File: src/rtl/serial_to_par_rx_pkg.sv
// Shared types for the serial lane: idle/comma value, receiver states, output payload.
package s2p_pkg;

  localparam logic [7:0] IDLE_BYTE = 8'hBC;

  typedef enum logic [1:0] {
    HUNT   = 2'b00,
    ALIGN  = 2'b01,
    ACTIVE = 2'b10
  } state_e;

  typedef struct packed {
    logic [7:0] data;
    logic       valid;
    logic       active;
  } rx_out_t;

endpackage

File: src/rtl/serial_to_par_rx_if.sv
// Serial lane input plus parallel byte output of the receiver.
interface serial_to_par_rx_if;

  logic       data_in_S2P;
  logic [7:0] data_out;
  logic       valid_out;
  logic       active;

  modport master (output data_in_S2P, input data_out, valid_out, active);
  modport slave  (input data_in_S2P, output data_out, valid_out, active);

endinterface

File: src/rtl/serial_to_par_rx_shifter.sv
// MSB-first shift register; word_o is the byte completing at the current edge.
module s2p_shifter (
  input  logic       clk_8f,
  input  logic       reset_L,
  input  logic       data_i,
  output logic [7:0] word_o
);

  // Only the low seven bits of the 8-bit shift register are ever observed.
  logic [6:0] sr_q;

  always_ff @(posedge clk_8f or negedge reset_L) begin
    if (!reset_L) sr_q <= '0;
    else          sr_q <= word_o[6:0];
  end

  assign word_o = {sr_q, data_i};

endmodule

File: src/rtl/serial_to_par_rx.sv
// Serial-to-parallel receiver: hunts for idle byte alignment, locks, then delivers data bytes.
module serial_to_par_rx
  import s2p_pkg::*;
#(
  parameter int unsigned BC_LOCK = 4
) (
  input logic               clk_8f,
  input logic               reset_L,
  serial_to_par_rx_if.slave bus
);

  localparam int unsigned BC_W = $clog2(BC_LOCK + 1);

  logic [7:0]      word;
  state_e          state_q, state_d;
  logic [2:0]      bit_cnt_q, bit_cnt_d;
  logic [BC_W-1:0] bc_cnt_q, bc_cnt_d;
  logic [BC_W:0]   bc_inc;
  rx_out_t         out_q, out_d;
  logic            is_idle;
  logic            boundary;

  s2p_shifter u_shifter (
    .clk_8f  (clk_8f),
    .reset_L (reset_L),
    .data_i  (bus.data_in_S2P),
    .word_o  (word)
  );

  always_ff @(posedge clk_8f or negedge reset_L) begin
    if (!reset_L) begin
      state_q   <= HUNT;
      bit_cnt_q <= '0;
      bc_cnt_q  <= '0;
      out_q     <= '0;
    end else begin
      state_q   <= state_d;
      bit_cnt_q <= bit_cnt_d;
      bc_cnt_q  <= bc_cnt_d;
      out_q     <= out_d;
    end
  end

  always_comb begin
    state_d   = state_q;
    bit_cnt_d = bit_cnt_q + 3'd1;
    bc_cnt_d  = bc_cnt_q;
    out_d     = out_q;
    is_idle   = (word == IDLE_BYTE);
    boundary  = (bit_cnt_q == 3'd7);
    bc_inc    = (BC_W + 1)'(bc_cnt_q) + (BC_W + 1)'(1);

    case (state_q)
      ALIGN: begin
        if (boundary) begin
          if (is_idle) begin
            bc_cnt_d = (bc_cnt_q == BC_W'(BC_LOCK)) ? bc_cnt_q : BC_W'(bc_inc);
            if (bc_inc == (BC_W + 1)'(BC_LOCK)) state_d = ACTIVE;
          end else begin
            state_d  = HUNT;
            bc_cnt_d = '0;
          end
        end
      end
      ACTIVE: begin
        if (boundary) begin
          if (!is_idle) begin
            out_d.data  = word;
            out_d.valid = 1'b1;
          end else begin
            out_d.valid = 1'b0;
          end
        end
      end
      default: begin
        // Bit-granular search; the unused 2'b11 encoding also lands here.
        if (is_idle) begin
          bit_cnt_d = '0;
          bc_cnt_d  = BC_W'(1);
          state_d   = (BC_LOCK == 1) ? ACTIVE : ALIGN;
        end
      end
    endcase

    out_d.active = (state_d == ACTIVE);
  end

  assign bus.data_out  = out_q.data;
  assign bus.valid_out = out_q.valid;
  assign bus.active    = out_q.active;

endmodule
File: src/flat_wrapper.sv
// flat-port wrapper written by rule: the top's interface ports become plain ports
module serial_to_par_rx_flat import s2p_pkg::*;
#(
  parameter int unsigned BC_LOCK = 4
)
  (clk_8f, reset_L, bus_data_in_S2P, bus_data_out, bus_valid_out, bus_active);
  serial_to_par_rx_if bus_i ();
  input logic clk_8f;
  input logic reset_L;
  input wire logic [$bits(bus_i.data_in_S2P)-1:0] bus_data_in_S2P;
  output wire logic [$bits(bus_i.data_out)-1:0] bus_data_out;
  output wire logic [$bits(bus_i.valid_out)-1:0] bus_valid_out;
  output wire logic [$bits(bus_i.active)-1:0] bus_active;
  assign bus_i.data_in_S2P = bus_data_in_S2P;
  assign bus_data_out = bus_i.data_out;
  assign bus_valid_out = bus_i.valid_out;
  assign bus_active = bus_i.active;
  serial_to_par_rx #(.BC_LOCK(BC_LOCK)) u_core (.clk_8f(clk_8f), .reset_L(reset_L), .bus(bus_i));
endmodule
File: config.mk
export PLATFORM = sky130hd
export DESIGN_NAME = serial_to_par_rx_flat
export DESIGN_NICKNAME = d
export VERILOG_FILES = /design/src/rtl/serial_to_par_rx_pkg.sv /design/src/rtl/serial_to_par_rx_if.sv /design/src/rtl/serial_to_par_rx_shifter.sv /design/src/rtl/serial_to_par_rx.sv /design/src/flat_wrapper.sv
export SDC_FILE = /design/constraint.sdc
export NUM_CORES = 1
export LEC_CHECK = 0
export CAP_MARGIN = 5
export CORE_ASPECT_RATIO = 0.7
export CORE_MARGIN = 2
export CORE_UTILIZATION = 52
export CTS_CLUSTER_DIAMETER = 80
export DETAILED_ROUTE_END_ITERATION = 12
export GPL_TIMING_DRIVEN = 1
export PLACE_DENSITY = 0.76
export SLEW_MARGIN = 10
export SYNTH_ARGS = -nofsm -noshare
export SYNTH_HDL_FRONTEND = slang
export SYNTH_SLANG_ARGS = --single-unit
File: constraint.sdc
create_clock -name clk_8f -period 3.7 [get_ports clk_8f]
set_input_delay 0.74 -clock clk_8f [delete_from_list [all_inputs] [get_ports clk_8f]]
set_output_delay 0.74 -clock clk_8f [all_outputs]
set_load 0.02 [all_outputs]
==> flow_summary.toml <==
[run_status]
outcome = "finished clean"

[placement]
gp_routability_congestion = 0.9159
place_inst = 119
port_buffers = 12
dp_hpwl_um = 1301
dpl-instance-area_sq_um = 1215

[floorplan]
start_util = 0.5628
core_sq_um = 1903
die_w_um = 58.25
dieHeight_um = 41.97
io_pins = 13
fp.dieArea_sq_um = 2445
rows = 13

[flow_run]
maxCapViolCount = 0

[timing]
finClkSkew_ns = 0.002368
max_freq_ghz = 0.4940
min_period_ns = 2.024
slew_headroom = 0.2875
fin_crit_sh = 0.5471
finalSetupViolCount = 0
rsz0062_at_grt = "no"
tightestPinTransition_ns = 1.065
slew_violations = 0
hold_viol = 0
final.setup.tns_ns = 0

[worst_hold_path]
hold_path.class = "reg -> reg"
hold_path_end = "u_core.u_shifter.sr_q[6]"
min-delay-start = "u_core.u_shifter.sr_q[5]"
whs_path_depth = 0

[critical_path]
crit_type = "reg -> out"
critPathMaxStageDelay_ns = 0.61
cp.required_ns = 2.96
crit_path_max_fanout = 2
start_kind = "register"
path_delay_family = "buffers and inverters"
crit_chain = "clkdlybuf4s50_1"
regToRegStartpoint = "u_core.bit_cnt_q[0]"
cpMaxStageDelayCell = "clkdlybuf4s50_1"
cp.arrival_ns = 1.28
setup.worst_path.start = "u_core.bus.data_out[7]"
worst-path-buf-inv = 1
rr_endpoint = "u_core.bus.active"
crit_path_end_kind = "primary output"
rr_worst_depth = 6
regToRegSetupSlack_ns = 1.91

[final_layout]
mostFrequentLayoutCells = "dfrtp_1 (25), clkdlybuf4s50_1 (12), mux2_2 (8)"
layout_commonest_cell = "dfrtp_1"
finalNonFillerCells = 123
n_antenna_cell = 0
finalNetCount = 111
area_growth_pct = 15.89
final_area_sq_um = 1241
drive_gt1_frac = 0.1683

[global_route]
antenna_found_initial = 0
grt_pass1_vias = 672
grt_pass1_wl_um = 2918
grt_use_total = 0.1601
grt_max_degree = 26
grt-ovfl-total = 0

[logic_synthesis]
synthDistinctLibCells = 26
synth-async-reset-ratio = 1.000
synth_ff_type = "dfrtp_1"
yosysSeqAreaShare = 0.5841
ys_ff_latch = 25
synth_warnings = 0
synth_top_area_share = 0.5841
synth_top_cell_by_area = "dfrtp_1"
syn_avg_cell_area_sq_um = 12.45
synth_edf_count = 0
synthTopCellsByArea = "dfrtp_1 (58%), mux2_2 (8.4%), ha_1 (7.0%)"
syn_inst = 86
synth_fp_nets = 95
synth_area_sq_um = 1071

[cts]
cts_made_buffers = 3
cts_tree = "yes"
post_cts_buffers = 0
cts-resized-gates = 0
clockRootBuffer = "clkbuf_4"
clk_path_buf_depth = 2
h-tree-depth = 1
clock-sinks = 25
cts.clk_slew.worst_paths_ns = 0.13
clk-insertion-delay-late_ns = 0.31
cts-hold-fix-buffers = 0

[detailed_routing]
wl_per_cell_um = 14.39
wl_um = 1770
drt-pass1-iter-count = 4
drtIter0Drc = 24
drc = 0
ant_nets = 0
avgViaCountPerCell = 5.911
vias = 727

[power]
cellPowerDensity_nw_per_um2 = 395.9
p_leak_nw = 0.5398
ir_worst_vdd_v = 0.0003025
power_mw = 0.4914
## through the flow
stage | setup WS [ns] | hold WS [ns] | utilization
global placement | 1.465 | 0.3845 | 0.6384
detailed placement | 1.407 | 0.3850 | 0.6384
floorplan | 2.045 | 0.3606 | -
CTS | 1.665 | 0.4135 | 0.6522
finish | 1.676 | 0.4067 | 0.6522
global route | 1.622 | 0.4224 | 0.6522
## flip-flops by register name, summed over array words and instances (netlist names)
register and cells:
u_core.u_shifter.sr_q 7, u_core.state_q 2, u_core.bc_cnt_q 3, u_core.bit_cnt_q 3, u_core.bus.valid_out 1, u_core.bus.data_out 8
u_core.bus.active 1
## where the power goes
| group | total [mW] | leakage (nW) | internal (mW) | switching [mW] |
|---|---|---|---|---|
| logic | 0.0686 | 0.200 | 0.0297 | 0.0389 |
| registers | 0.306 | 0.324 | 0.294 | 0.0116 |
| clock network | 0.117 | 0.0150 | 0.0420 | 0.0747 |
| total | 0.491 | 0.540 | 0.366 | 0.125 |
## cell families (layout without fill, tap and decap cells)
| kind of cell | Yosys count | after routing | share of synthesized area |
|---|---|---|---|
| buf+inv | 8 | 23 | 0.02804 |
| flops | 25 | 25 | 0.5841 |
| simple gates | 23 | 23 | 0.1332 |
| mux | 8 | 8 | 0.08412 |
| compound gates | 16 | 16 | 0.1005 |
| fa+ha+maj | 6 | 6 | 0.07009 |
## synth_stat cells, drive strengths merged (2+ instances only)
master,n
a31oi,2
a21oi,4
mux2,8
o2bb2ai,2
nor2b,2
nor2,6
nand2,4
nand3b,2
dfrtp,25
nor3,3
o21ai,3
inv,7
ha,6
## worst max path at each step
stage                        endpoint  slack, ns  cells past startpoint
3_3_place_gp   u_core.bus.data_out[1]       1.46                      4
6_report              bus_data_out[7]       1.68                      1
4_1_cts               bus_data_out[7]       1.66                      1
3_5_place_dp   u_core.bus.data_out[0]       1.41                      4
2_1_floorplan  u_core.bus.data_out[0]       2.04                      3
5_1_grt               bus_data_out[7]       1.62                      1
## metal layers
| layer | global-route usage | vias up | part of all wire |
|---|---|---|---|
| met5 | 0 | - | 0 |
| met4 | 0.04186 | 0 | 0.027 |
| met3 | 0.05556 | 6 | 0.055 |
| met2 | 0.2432 | 26 | 0.43 |
| met1 | 0.2211 | 360 | 0.49 |
| li1 | - | 335 | - |
## cell type report
cell class | count | area, sq um
clock buffer | 4 | 26.28
inverter | 7 | 26.28
sequential | 25 | 625.6
tap | 22 | 27.53
multi-input combinational | 53 | 415.4
timing repair buffer | 12 | 120.1
fill | 154 | 661.9
(Power assumes the default switching activity.)
